<file path="src/rtl/pll_supervisor.sv">
// PLL supervisor: pulses the PLL reset, qualifies lock, sequences domain resets and
// retries, switches reference or faults when lock cannot be obtained or held.
module pll_supervisor #(
   parameter int N_DOM            = 3,
   parameter int RST_PULSE_CYC    = 16,
   parameter int LOCK_TIMEOUT_CYC = 65536,
   parameter int LOCK_STABLE_CYC  = 1024,
   parameter int LOSS_FILT_CYC    = 8,
   parameter int SEQ_GAP_CYC      = 32,
   parameter int MAX_RETRY        = 3,
   parameter int SWITCH_EN        = 1
) (
   input  logic             refclk,
   input  logic             rst_n,
   input  logic             pll_locked,
   output logic             pll_rst,
   output logic             extswitch,
   output logic             clk_sel,
   output logic [N_DOM-1:0] dom_rst_n,
   output logic [2:0]       state,
   output logic [3:0]       retry_cnt,
   output logic [15:0]      loss_cnt,
   output logic             fault
);

   typedef enum logic [2:0] {
      PLL_RST   = 3'd0,
      WAIT_LOCK = 3'd1,
      STABLE    = 3'd2,
      RELEASE   = 3'd3,
      RUN       = 3'd4,
      SWITCH    = 3'd5,
      FAULT     = 3'd6
   } state_e;

   localparam int CYC_MAX = (RST_PULSE_CYC > SEQ_GAP_CYC) ? RST_PULSE_CYC : SEQ_GAP_CYC;
   localparam int CW      = $clog2(CYC_MAX + 1);
   localparam int TW      = $clog2(LOCK_TIMEOUT_CYC + 1);
   localparam int SW      = $clog2(LOCK_STABLE_CYC + 1);
   localparam int FW      = $clog2(LOSS_FILT_CYC + 1);

   localparam logic [CW-1:0] CYC_ONE     = CW'(1);
   localparam logic [CW-1:0] PULSE_LAST  = CW'(RST_PULSE_CYC - 1);
   localparam logic [CW-1:0] GAP_LAST    = CW'(SEQ_GAP_CYC - 1);
   localparam logic [TW-1:0] TO_ONE      = TW'(1);
   localparam logic [TW-1:0] TO_LAST     = TW'(LOCK_TIMEOUT_CYC - 1);
   localparam logic [SW-1:0] STAB_ONE    = SW'(1);
   localparam logic [SW-1:0] STAB_LAST   = SW'(LOCK_STABLE_CYC - 1);
   localparam logic [FW-1:0] FILT_ONE    = FW'(1);
   localparam logic [FW-1:0] FILT_LAST   = FW'(LOSS_FILT_CYC - 1);
   localparam logic [3:0]    N_DOM_W     = 4'(N_DOM);
   localparam logic [3:0]    RETRY_MAX_W = 4'(MAX_RETRY);

   logic             lk_meta_q, lk_s_q;
   state_e           state_q, state_d;
   logic [CW-1:0]    cyc_q, cyc_d;
   logic [TW-1:0]    to_q, to_d;
   logic [SW-1:0]    stab_q, stab_d;
   logic [FW-1:0]    filt_q, filt_d;
   logic [3:0]       rel_q, rel_d;
   logic             alt_q, alt_d;
   logic [3:0]       retry_q, retry_d;
   logic [15:0]      loss_q, loss_d;
   logic             clk_sel_q, clk_sel_d;
   logic             pll_rst_q, pll_rst_d;
   logic             extswitch_q, extswitch_d;
   logic             fault_q, fault_d;
   logic [N_DOM-1:0] dom_q, dom_d;
   logic [3:0]       retry_inc_s;
   logic             loss_hit_s, lost_s, failed_s;

   // Two-flop synchroniser for the asynchronous lock indication
   always_ff @(posedge refclk or negedge rst_n) begin
      if (!rst_n) begin
         lk_meta_q <= 1'b0;
         lk_s_q    <= 1'b0;
      end else begin
         lk_meta_q <= pll_locked;
         lk_s_q    <= lk_meta_q;
      end
   end

   // State, counters and registered outputs
   always_ff @(posedge refclk or negedge rst_n) begin
      if (!rst_n) begin
         state_q     <= PLL_RST;
         cyc_q       <= {CW{1'b0}};
         to_q        <= {TW{1'b0}};
         stab_q      <= {SW{1'b0}};
         filt_q      <= {FW{1'b0}};
         rel_q       <= 4'd0;
         alt_q       <= 1'b0;
         retry_q     <= 4'd0;
         loss_q      <= 16'd0;
         clk_sel_q   <= 1'b0;
         pll_rst_q   <= 1'b1;
         extswitch_q <= 1'b0;
         fault_q     <= 1'b0;
         dom_q       <= {N_DOM{1'b0}};
      end else begin
         state_q     <= state_d;
         cyc_q       <= cyc_d;
         to_q        <= to_d;
         stab_q      <= stab_d;
         filt_q      <= filt_d;
         rel_q       <= rel_d;
         alt_q       <= alt_d;
         retry_q     <= retry_d;
         loss_q      <= loss_d;
         clk_sel_q   <= clk_sel_d;
         pll_rst_q   <= pll_rst_d;
         extswitch_q <= extswitch_d;
         fault_q     <= fault_d;
         dom_q       <= dom_d;
      end
   end

   // Next state; outputs are decoded from the next state so they line up with state_q
   always_comb begin
      state_d     = state_q;
      cyc_d       = cyc_q;
      to_d        = to_q;
      stab_d      = stab_q;
      filt_d      = {FW{1'b0}};
      rel_d       = rel_q;
      alt_d       = alt_q;
      retry_d     = retry_q;
      loss_d      = loss_q;
      clk_sel_d   = clk_sel_q;
      retry_inc_s = retry_q + 4'd1;
      loss_hit_s  = 1'b0;
      lost_s      = 1'b0;
      failed_s    = 1'b0;

      if ((state_q == RELEASE) || (state_q == RUN)) begin
         if (lk_s_q) begin
            filt_d = {FW{1'b0}};
         end else if (filt_q == FILT_LAST) begin
            loss_hit_s = 1'b1;
         end else begin
            filt_d = filt_q + FILT_ONE;
         end
      end else begin
         filt_d = {FW{1'b0}};
      end

      case (state_q)
         PLL_RST: begin
            if (cyc_q == PULSE_LAST) begin
               state_d = WAIT_LOCK;
               cyc_d   = {CW{1'b0}};
               to_d    = {TW{1'b0}};
            end else begin
               cyc_d = cyc_q + CYC_ONE;
            end
         end
         WAIT_LOCK: begin
            // The attempt timer only counts unlocked cycles and survives STABLE drop-outs
            if (lk_s_q) begin
               state_d = STABLE;
               stab_d  = {SW{1'b0}};
            end else if (to_q == TO_LAST) begin
               failed_s = 1'b1;
            end else begin
               to_d = to_q + TO_ONE;
            end
         end
         STABLE: begin
            if (!lk_s_q) begin
               state_d = WAIT_LOCK;
               stab_d  = {SW{1'b0}};
            end else if (stab_q == STAB_LAST) begin
               state_d = RELEASE;
               retry_d = 4'd0;
               rel_d   = 4'd1;
               cyc_d   = {CW{1'b0}};
            end else begin
               stab_d = stab_q + STAB_ONE;
            end
         end
         RELEASE: begin
            if (loss_hit_s) begin
               lost_s = 1'b1;
            end else if (rel_q >= N_DOM_W) begin
               state_d = RUN;
            end else if (cyc_q == GAP_LAST) begin
               cyc_d = {CW{1'b0}};
               rel_d = rel_q + 4'd1;
               if ((rel_q + 4'd1) == N_DOM_W) begin
                  state_d = RUN;
               end else begin
                  state_d = RELEASE;
               end
            end else begin
               cyc_d = cyc_q + CYC_ONE;
            end
         end
         RUN: begin
            if (loss_hit_s) begin
               lost_s = 1'b1;
            end else begin
               state_d = RUN;
            end
         end
         SWITCH: begin
            state_d = PLL_RST;
            cyc_d   = {CW{1'b0}};
         end
         FAULT: begin
            state_d = FAULT;
         end
         default: begin
            state_d = PLL_RST;
            cyc_d   = {CW{1'b0}};
         end
      endcase

      case ({lost_s, failed_s})
         2'b10: begin
            state_d = PLL_RST;
            cyc_d   = {CW{1'b0}};
            alt_d   = 1'b0;
            if (loss_q != 16'hFFFF) begin
               loss_d = loss_q + 16'd1;
            end else begin
               loss_d = loss_q;
            end
         end
         2'b01: begin
            retry_d = retry_inc_s;
            cyc_d   = {CW{1'b0}};
            if (retry_inc_s >= RETRY_MAX_W) begin
               if ((SWITCH_EN != 0) && !alt_q) begin
                  state_d   = SWITCH;
                  retry_d   = 4'd0;
                  clk_sel_d = ~clk_sel_q;
                  alt_d     = 1'b1;
               end else begin
                  state_d = FAULT;
               end
            end else begin
               state_d = PLL_RST;
            end
         end
         default: ;
      endcase

      pll_rst_d   = (state_d == PLL_RST) || (state_d == FAULT);
      extswitch_d = (state_d == SWITCH);
      fault_d     = (state_d == FAULT);
      for (int i = 0; i < N_DOM; i++) begin
         dom_d[i] = (state_d == RUN) || ((state_d == RELEASE) && (4'(i) < rel_d));
      end
   end

   assign state     = state_q;
   assign pll_rst   = pll_rst_q;
   assign extswitch = extswitch_q;
   assign clk_sel   = clk_sel_q;
   assign dom_rst_n = dom_q;
   assign retry_cnt = retry_q;
   assign loss_cnt  = loss_q;
   assign fault     = fault_q;

endmodule

</file>
<file path="config.mk">
export PLATFORM = sky130hd
export DESIGN_NAME = pll_supervisor
export DESIGN_NICKNAME = d
export VERILOG_FILES = /design/src/rtl/pll_supervisor.sv
export SDC_FILE = /design/constraint.sdc
export NUM_CORES = 1
export LEC_CHECK = 0
export CORE_ASPECT_RATIO = 1.75
export CORE_MARGIN = 3
export CORE_UTILIZATION = 51
export DETAILED_ROUTE_END_ITERATION = 12
export PLACE_DENSITY = 0.82
export RECOVER_POWER = 100
export SLEW_MARGIN = 40
export SYNTH_ARGS = -nofsm -noshare
export SYNTH_HDL_FRONTEND = slang
export SYNTH_SLANG_ARGS = --single-unit
</file>
<file path="constraint.sdc">
create_clock -name refclk -period 3.18 [get_ports refclk]
set_clock_uncertainty 0.1 [all_clocks]
set_input_delay 0.636 -clock refclk [delete_from_list [all_inputs] [get_ports refclk]]
set_output_delay 0.636 -clock refclk [all_outputs]
set_load 0.02 [all_outputs]
</file>
### After elaboration in Yosys (flattened, before gate mapping)

Cells that the tools add are included.

| storage, ports and cells | value |
|---|---|
| word-level logic and storage cells | 139 |
| output and inout port bits | 30 |
| input port bits | 3 |
| register bits | 75 |

| operators by class | value |
|---|---|
| $add $sub $neg | 7 |
| order comparisons | 5 |
| equality and inequality tests | 29 |
| muxes and demuxes | 54 |
| bitwise gates (word level) | 2 |
| reductions and logical operators | 26 |

Operators with widths:

| operator | count |
|---|---|
| 4-bit two-way mux | 14 |
| 17-bit two-way mux | 3 |
| 6-bit two-way mux | 7 |
| 17-bit case mux with 2 select lines | 1 |
| 11-bit two-way mux | 3 |
| 3-bit two-way mux | 10 |
| 6-bit case mux with 4 select lines | 1 |
| 11-bit case mux with 2 select lines | 1 |
| 3-bit case mux with 6 select lines | 1 |
| 17-bit by 1-bit adder with 17-bit output (second input constant) | 1 |
| 17-bit by 16-bit == test with 1-bit output (second input constant) | 1 |
| 16-bit by 1-bit adder with 16-bit output (second input constant) | 1 |
| 16-bit != test (second input constant) | 1 |
| 3-bit == test (second input constant) | 5 |
| 3-bit != test (second input constant) | 5 |
| 4-bit by 1-bit adder with 4-bit output (second input constant) | 3 |
| 2-bit nonzero test | 6 |
| 11-bit by 1-bit adder with 11-bit output (second input constant) | 1 |
| 11-bit by 10-bit == test with 1-bit output (second input constant) | 1 |
| 2-bit != test (second input constant) | 5 |
| 3-bit by 2-bit == test with 1-bit output (second input constant) | 3 |
| 1-bit two-way mux | 9 |
| 3-bit AND reduction | 3 |
| 4-bit by 2-bit >= comparator with 1-bit output (second input constant) | 2 |
| 24 further kinds | 35 |

### Longest topological paths before layout

Gate-level depths: netlist of the first run.

| logic depth | value |
|---|---|
| word-level depth | 11 |
| depth in mapped cells | 12 |
| gate-level depth less buffers | 12 |

### Worst setup path after synthesis of the first run

OpenSTA, ideal clock, no wires.

| path | value |
|---|---|
| path type | register -> register |
| start | register to_q[6] |
| end | register cyc_q[4] |
| buffers on the path | 0 |
| path slack | -53 ps |
| clock period less this slack | 3233 ps |
| arrival | 3053 ps |
| setup time | 80 ps |
| data required time | 3000 ps |
| stages on the path, launching flop included | 13 |
| cells stage by stage | dfrtp_1 and4_1 and4_1 nand2_1 nor4_1 ha_1 and3_1 ha_1 a21boi_0 nand2_1 o221ai_4 or4_1 o211ai_2 |

| between the ends | value |
|---|---|
| word-level cells in the longest chain between the ends | 8 |
| elaborated cells between the ends (all ways) | 14 |
| classes of those cells | eq/ne (8); mux (4); reduce/logical (2) |

Ends and longest elaborated chain:

| item | RTL line | source |
|---|---|---|
| from (decl) | 57 | `logic [TW-1:0] to_q, to_d;` |
| from (signal assigned) | 88 | `to_q <= {TW{1'b0}};` |
| from (signal assigned) | 103 | `to_q <= to_d;` |
| 17-bit by 16-bit == test with 1-bit output (*) | 162 | `end else if (to_q == TO_LAST) begin` |
| 1-bit two-way mux (*) | 162 |  |
| 1-bit two-way mux (*) | 159 | `if (lk_s_q) begin` |
| 1-bit two-way mux (*) | 147 | `case (state_q)` |
| 2-bit by 1-bit == test with 1-bit output / 2-bit == test (equally long branches) | 218 | `case ({lost_s, failed_s})` |
| 2-bit OR reduction (no source line) (*) | -- |  |
| 3-bit != test (no source line) / 2-bit by 1-bit != test with 1-bit output (equally long branches) | -- |  |
| 5-bit AND reduction (no source line) | -- |  |
| to (signal assigned) | 87 | `cyc_q <= {CW{1'b0}};` |
| to (signal assigned) | 102 | `cyc_q <= cyc_d;` |
| to (decl) | 56 | `logic [CW-1:0] cyc_q, cyc_d;` |

Every way passes the cells marked *; elsewhere a longest branch is shown, timed or not.
A chain may end at the register's enable or synchronous reset.

### Worst setup path in the final report of the first run

| path | value |
|---|---|
| start | register to_q[8] |
| end | register pll_rst_q (netlist: pll_rst) |

| between the ends | value |
|---|---|
| word-level cells in the longest chain between the ends | 8 |
| elaborated cells between the ends (all ways) | 10 |
| classes of those cells | eq/ne (4); mux (4); reduce/logical (2) |

Ends and longest elaborated chain:

| item | RTL line | source |
|---|---|---|
| 17-bit by 16-bit == test with 1-bit output (*) | 162 |  |
| 1-bit two-way mux (*) | 162 |  |
| 1-bit two-way mux (*) | 159 |  |
| 1-bit two-way mux (*) | 147 |  |
| 2-bit by 1-bit == test with 1-bit output / 2-bit == test (equally long branches) | 218 |  |
| 3-bit case mux with 2 select lines (*) | 218 |  |
| via state_d[0] | 55 | `state_e state_q, state_d;` |
| 3-bit == test / 3-bit logical NOT (equally long branches) | 248 | `pll_rst_d = (state_d == PLL_RST) \|\| (state_d == FAULT);` |
| 1-bit logical OR (*) | 248 |  |
| via pll_rst_d | 65 | `logic pll_rst_q, pll_rst_d;` |
| to (signal assigned) | 111 | `pll_rst_q <= pll_rst_d;` |
| to (decl) | 65 |  |

The timed path passes the listed nets; every way through them passes the cells marked *.

==> flow_metrics.py, run 1 <==
metrics = {
    "detailed_routing": {
        "antenna_left": 0,
        "wl_per_cell_um": 16.12,
        "vias_per_cell": 6.034,
        "drc": 0,
        "route.vias.total": 3415,
        "firstDrtPassIters": 5,
        "drt-initial-drc-count": 206,
        "drt_wl_total_um": 9125,
    },
    "worst_setup_path": {
        "crit_fanout": 5,
        "crit_required_ps": 3340,
        "critPathLaunchType": "flop",
        "path_class": "flop to flop",
        "worstPathArrival_ps": 3240,
        "crit_path_end_kind": "flop",
    },
    "power_and_ir_drop": {
        "worst_ir_drop_vdd_v": 0.0004368,
        "power_leakage_nw": 2.264,
        "switchingPower_uw": 868.0,
        "pwr-share-seq": 0.398,
        "power.internal_mw": 1.939,
        "combPwrFrac": 0.227,
        "clockPowerShare": 0.375,
        "finalPower_mw": 2.807,
        "switching_share": 0.3092,
        "pwr_density_cell_nw_per_um2": 566.9,
    },
    "synthesis": {
        "syn_avg_cell_area_um2": 9.716,
        "synth_ff_type": "dfrtp_1",
        "synth_warnings": 0,
        "ys_types": 61,
        "ys_seq_elements": 75,
        "synth.most_common_cell": "dfrtp_1",
        "yosys-top-cells-count": "74 x dfrtp_1, 44 x nand2_1, 40 x nor2_1",
        "synth_top_area_share": 0.4559,
        "synth_largest_area_cell": "dfrtp_1",
        "ys_seq_area_frac": 0.4624,
        "synthTopCellsByArea": "dfrtp_1 46%, nand2_1 4.1%, ha_1 4.0%",
        "synthesis.area_um2": 4061,
        "async_reset_ff_frac": 1.000,
        "synth-edff-count": 0,
        "synth_fp_nets": 434,
        "synth_cells": 418,
    },
    "die": {
        "initial_core_util": 0.5294,
        "core_area_um2": 7672,
        "rows": 42,
        "die-width_um": 73.46,
        "boundaryPins": 33,
        "fp.dieH_um": 124.1,
        "die_area_um2": 9113,
    },
    "placement": {
        "dp_hpwl_um": 6278,
        "dpl_cell_area_um2": 4582,
        "place_inst": 544,
        "place.port_buffers": 32,
        "gp_congestion": 0.8275,
    },
    "run": {
        "maxCapViolCount": 1,
    },
    "sta": {
        "worstMarginPinSlew_ps": 1827,
        "hold_viol": 0,
        "setup_viol": 0,
        "holdWs_ps": 251.0,
        "fin_crit_ps": 3074,
        "max_clock_freq_mhz": 325.3,
        "slew_headroom": -0.2177,
        "min_period_over_period": 0.9667,
        "maxSlewViolCount": 76,
    },
    "final_layout": {
        "nets": 489,
        "layout-drive-gt1-share": 0.1402,
        "fin_util": 0.6455,
        "layout-area-overhead-vs-synth_pct": 21.93,
        "fin_area_um2": 4952,
        "diodes": 0,
        "fin_cells": 566,
    },
    "global_routing": {
        "grt_max_degree": 76,
        "overflow": 0,
        "antenna_found_initial": 0,
        "grt_usage": 0.2163,
        "grt_pass1_vias": 3343,
        "grt_pass1_wl_um": 15410,
    },
    "clock_tree": {
        "clockRootBuffer": "clkbuf_16",
        "h-tree-depth": 3,
        "clkSlewWorstSetupHoldPaths_ps": 60,
        "cts_tree": "yes",
        "clockBufferDepth": 2,
        "clock_latency_ps": 340,
        "cts_buffers": 9,
        "holdBufCountCts": 0,
        "cts.sinks": 75,
    },
    "worst_hold_path": {
        "hold_path_class": "flop to flop",
    },
    "status": {
        "status": "finished with violations",
        "violations": "capacitance limit, slew limit",
    },
}
==> per-stage QoR <==
step | setup WS (ps) | setup TNS, ps
final | 106.0 | 0
after global routing | -34.44 | -110.5
after CTS | 51.23 | 0
after detailed placement | -3.609 | -3.609
after global placement | 131.9 | 0
after floorplan | 9.314 | 0
==> sequential cells by signal, indices dropped and copies added (netlist names) <==
signal     count
alt_q          1
clk_sel        1
cyc_q          6
dom_rst_n      3
extswitch      1
fault          1
filt_q         4
lk_meta_q      1
lk_s_q         1
loss_cnt      16
pll_rst        1
rel_q          4
retry_cnt      4
stab_q        11
state          3
to_q          17
==> logic make-up after synthesis <==
kind of cell,synth area share
adder cells (fa/ha/maj),0.04005
AO/OA/AOI/OAI,0.1519
flip-flops,0.4624
AND/OR/NAND/NOR,0.2474
buffers and inverters,0.02341
multiplexers,0.008010
XOR/XNOR,0.06685
==> final timing paths <==
check	from	to	slack, ps	cells past startpoint
setup / recovery	to_q[8]	pll_rst	110	14
hold / removal	lk_meta_q	lk_s_q	250	0
setup reg to reg	to_q[8]	pll_rst	110	14
min in group asynchronous	rst_n	retry_cnt[3]	770	2
hold reg to reg	lk_meta_q	lk_s_q	250	0
max in group asynchronous	rst_n	stab_q[2]	1140	2
==> cells in the final DEF (no fill, tap or decap), drive strengths merged, types with 3 or more instances in the layout <==
cell type | netlist | final
dlygate4sd3 | 0 | 31
nor3 | 12 | 12
nor4 | 6 | 6
buf | 4 | 19
a31oi | 6 | 6
nand4b | 3 | 3
xor2 | 16 | 16
nand2b | 8 | 8
dfrtp | 74 | 74
nand2 | 44 | 44
ha | 13 | 13
a21boi | 3 | 3
xnor2 | 15 | 15
o22ai | 4 | 4
and3 | 3 | 3
or2 | 7 | 7
o211ai | 7 | 7
nor2 | 41 | 41
clkbuf | 5 | 13
and4 | 3 | 3
a21oi | 12 | 12
nand4 | 13 | 13
nand3 | 18 | 18
o21ai | 30 | 30
a21o | 5 | 5
o31ai | 3 | 3
nor2b | 6 | 6
inv | 15 | 18
o2111ai | 3 | 3
==> what timing repair did <==
| action | 4_1_cts | 5_1_grt |
|---|---|---|
| pin swaps | 1 | 6 |
| setup endpoints to repair | 3 | 11 |
| buffers inserted | 2 | 4 |
| resized for setup | 3 | 14 |
==> power groups by stage <==
stage | Combinational (mW) | Clock (mW) | Sequential [mW]
floorplan | 0.413 | 0 | 1.12
global placement | 0.556 | 0 | 1.13
detailed placement | 0.577 | 0 | 1.13
CTS | 0.596 | 1.06 | 1.11
global route | 0.711 | 1.11 | 1.13
finish | 0.638 | 1.05 | 1.12
==> critical path, cell delays in order, from the launching register on <==
cell,delay [ps]
dfrtp_1,400
and4_4,240
and4_4,210
nand2_1,60
nor4_2,270
ha_1,210
and3_4,200
ha_2,270
buf_4,150
buf_6,130
nor2b_2,160
o21ai_1,90
nand4b_1,130
buf_6,170
nor3b_4,190
==> layer usage <==
layer | GRT usage | part of all wire | vias up | routed length, um
met1 | 0.2532 | 0.39 | 1695 | 3579
met5 | 0 | 0 | - | 0
li1 | - | - | 1639 | -
met4 | 0.09977 | 0.029 | 0 | 262
met2 | 0.3739 | 0.55 | 56 | 5047
met3 | 0.04200 | 0.026 | 25 | 235
==> final cells by class <==
type	instances	area, um2
tap	88	110.1
fill	589	2720
timing repair buffer	53	470.5
clock buffer	10	239.0
clock inverter	6	71.32
sequential	75	1878
inverter	15	56.30
multi-input combinational	319	2127
Note: power is estimated with default switching activity, not from simulation.
==> run 2, diff against run 1 <==
GPL_TIMING_DRIVEN = 0   (was not set)
MAX_ROUTING_LAYER = met4   (was not set)
SETUP_SLACK_MARGIN = 0.3   (was not set)
==> run 2 against run 1 <==
Effect of this change:
- the flow still finishes with violations (capacitance limit, slew limit)
- first-iteration DRC count down 2.9%
- worst hold slack worse by 0.67 ps
- clock power down 5%
- total power down 1.3%
- maximum frequency up 5.3%
- cell area up 2.9%
- routed wire length up 1.5%
- sequential share of layout area down 1.1 points
- via count down 0.50%
==> flow_metrics.py, run 2 (synthesized netlist as in run 1, its figures left out) <==
metrics = {
    "sta": {
        "setup_viol": 0,
        "maxSlewViolCount": 34,
        "min_period_over_period": 0.9182,
        "worstMarginPinSlew_ps": 1808,
        "slew_headroom": -0.2052,
        "hold_viol": 0,
        "rsz0062_at_grt": "yes",
        "fin_crit_ps": 2920,
        "max_clock_freq_mhz": 342.5,
        "fin_ws_ps": 260.3,
    },
    "detailed_routing": {
        "drt-initial-drc-count": 200,
        "route.vias.total": 3398,
        "drt_wl_total_um": 9261,
        "vias_per_cell": 5.899,
        "wl_per_cell_um": 16.08,
        "firstDrtPassIters": 4,
        "drc": 0,
        "antenna_left": 0,
    },
    "die": {
        "fp.dieH_um": 124.1,
        "rows": 42,
        "boundaryPins": 33,
        "die_area_um2": 9113,
        "core_area_um2": 7672,
        "die-width_um": 73.46,
        "initial_core_util": 0.5294,
    },
    "power_and_ir_drop": {
        "switching_share": 0.3032,
        "clockPowerShare": 0.363,
        "power.internal_mw": 1.930,
        "switchingPower_uw": 839.7,
        "power_leakage_nw": 2.338,
        "pwr_density_cell_nw_per_um2": 543.3,
        "worst_ir_drop_vdd_v": 0.0003854,
        "pwr-share-seq": 0.401,
        "combPwrFrac": 0.237,
    },
    "clock_tree": {
        "cts_buffers": 9,
        "clkSlewWorstSetupHoldPaths_ps": 60,
        "holdBufCountCts": 0,
        "clock_latency_ps": 340,
        "h-tree-depth": 3,
        "cts_tree": "yes",
        "clockRootBuffer": "clkbuf_16",
        "clockBufferDepth": 2,
        "cts.sinks": 75,
    },
    "worst_setup_path": {
        "crit_path_end_kind": "flop",
        "worstPathArrival_ps": 3080,
        "cp_slowest_cell": "or4_4",
        "max_stage_delay_ps": 450,
        "crit_family": "simple AND/OR/NAND/NOR gates",
        "path_class": "flop to flop",
        "crit_chain": "and4_4, and4_1, nand2_4, nor4_4, ha_1, and3_4, ha_4, a21boi_4, nand2_2, o221ai_4, or4_4, o211ai_2",
        "critPathLaunchType": "flop",
        "crit_required_ps": 3340,
        "crit_buf_inv": 0,
        "crit_fanout": 8,
    },
    "final_layout": {
        "layout-area-overhead-vs-synth_pct": 25.51,
        "nets": 499,
        "layout-drive-gt1-share": 0.1598,
        "mostFrequentLayoutCell": "dfrtp_1",
        "most-common-layout-cells": "74 x dfrtp_1, 41 x nand2_1, 40 x nor2_1",
        "largest_reg_flops": 17,
        "fin_area_um2": 5097,
        "diodes": 0,
        "top_register": "to_q",
        "fillers": 574,
    },
    "global_routing": {
        "grt_pass1_vias": 3373,
        "grt_max_degree": 43,
        "grt_usage": 0.2237,
        "grt_pass1_wl_um": 15410,
        "antenna_found_initial": 0,
        "overflow": 0,
    },
    "worst_hold_path": {
        "hold_path_class": "flop to flop",
    },
    "placement": {
        "dp_hpwl_um": 6342,
        "pre_cts_ws_ps": -112.4,
        "dpl_cell_area_um2": 4558,
        "place.port_buffers": 32,
        "gp_congestion": 0.8780,
    },
    "status": {
        "violations": "capacitance limit, slew limit",
        "status": "finished with violations",
    },
    "run": {
        "maxCapViolCount": 1,
    },
}
run 2: power by group through the flow:
stage / logic (mW) / clock network (mW) / registers [mW]
6_report: 0.656 / 1.00 / 1.11
5_1_grt: 0.732 / 1.06 / 1.12
4_1_cts: 0.609 / 1.02 / 1.11
3_5_place_dp: 0.572 / 0 / 1.12
3_3_place_gp: 0.552 / 0 / 1.12
2_1_floorplan: 0.416 / 0 / 1.12
run 2: worst paths after layout:
check                      startpoint           to  slack (ps)  cells past startpoint
setup / recovery              to_q[6]     cyc_q[4]         260                     12
hold / removal              lk_meta_q       lk_s_q         250                      0
setup reg to reg              to_q[6]     cyc_q[4]         260                     12
hold reg to reg             lk_meta_q       lk_s_q         250                      0
max in group asynchronous       rst_n    filt_q[2]        1250                      1
min in group asynchronous       rst_n  loss_cnt[9]         680                      1
run 2: through the flow:
stage | power (mW) | util | setup TNS (ps) | hold WS (ps) | cells
2_1_floorplan | 1.532 | - | 0 | 231.2 | 418
3_3_place_gp | 1.670 | 0.5907 | -86450 | 237.1 | 538
3_5_place_dp | 1.694 | 0.5941 | -376.6 | 239.7 | 539
4_1_cts | 2.734 | 0.6445 | 0 | 84.99 | 563
5_1_grt | 2.914 | 0.6644 | 0 | 266.4 | 576
6_report | 2.770 | 0.6644 | 0 | 250.3 | 576
run 2: cell type report:
class                           count  area (um2)  share of cell area
Multi-Input combinational cell    319        2221              0.4357
Sequential cell                    75        1878              0.3684
Timing Repair Buffer               54       495.5             0.09720
Clock buffer                       11       232.7             0.04566
Tap cell                           88       110.1             0.02160
Clock inverter                      5       61.31             0.01203
Inverter                           15       56.30             0.01105
Buffer                              9       42.54            0.008346
run 2: routing by layer:
layer	global-route usage	wire [um]	vias up	share of wire
li1	-	-	1640	-
met1	0.2369	3527	1684	0.38
met2	0.3911	5251	57	0.57
met3	0.04523	277	17	0.030
met4	0.1043	205	0	0.022
met5	-	0	-	0
run 2: repair_timing:
item                                    in CTS  in global routing
pin swaps                                    3                  4
setup buffers                                8                 13
resized for setup                            9                 22
cloned                                       0                  0
endpoints found under the setup margin      23                 20
run 2: worst register-to-register path, stage by stage (launching register included):
cell and delay [ps]:
dfrtp_1 370, and4_4 240, and4_1 290, nand2_4 80, nor4_4 150, ha_1 230
and3_4 220, ha_4 240, a21boi_4 160, nand2_2 100, o221ai_4 140, or4_4 450
o211ai_2 70
==> run 3, diff against run 2 <==
==> constraint.sdc (replaced) <==
create_clock -name refclk -period 3.18 [get_ports refclk]
set_clock_uncertainty 0.1 [all_clocks]
set_input_delay 0.954 -clock refclk [delete_from_list [all_inputs] [get_ports refclk]]
set_output_delay 0.954 -clock refclk [all_outputs]
set_load 0.02 [all_outputs]
==> results of run 3 <==
The final DEF is identical to that of run 2. Status: finished with violations: capacitance limit, slew limit.
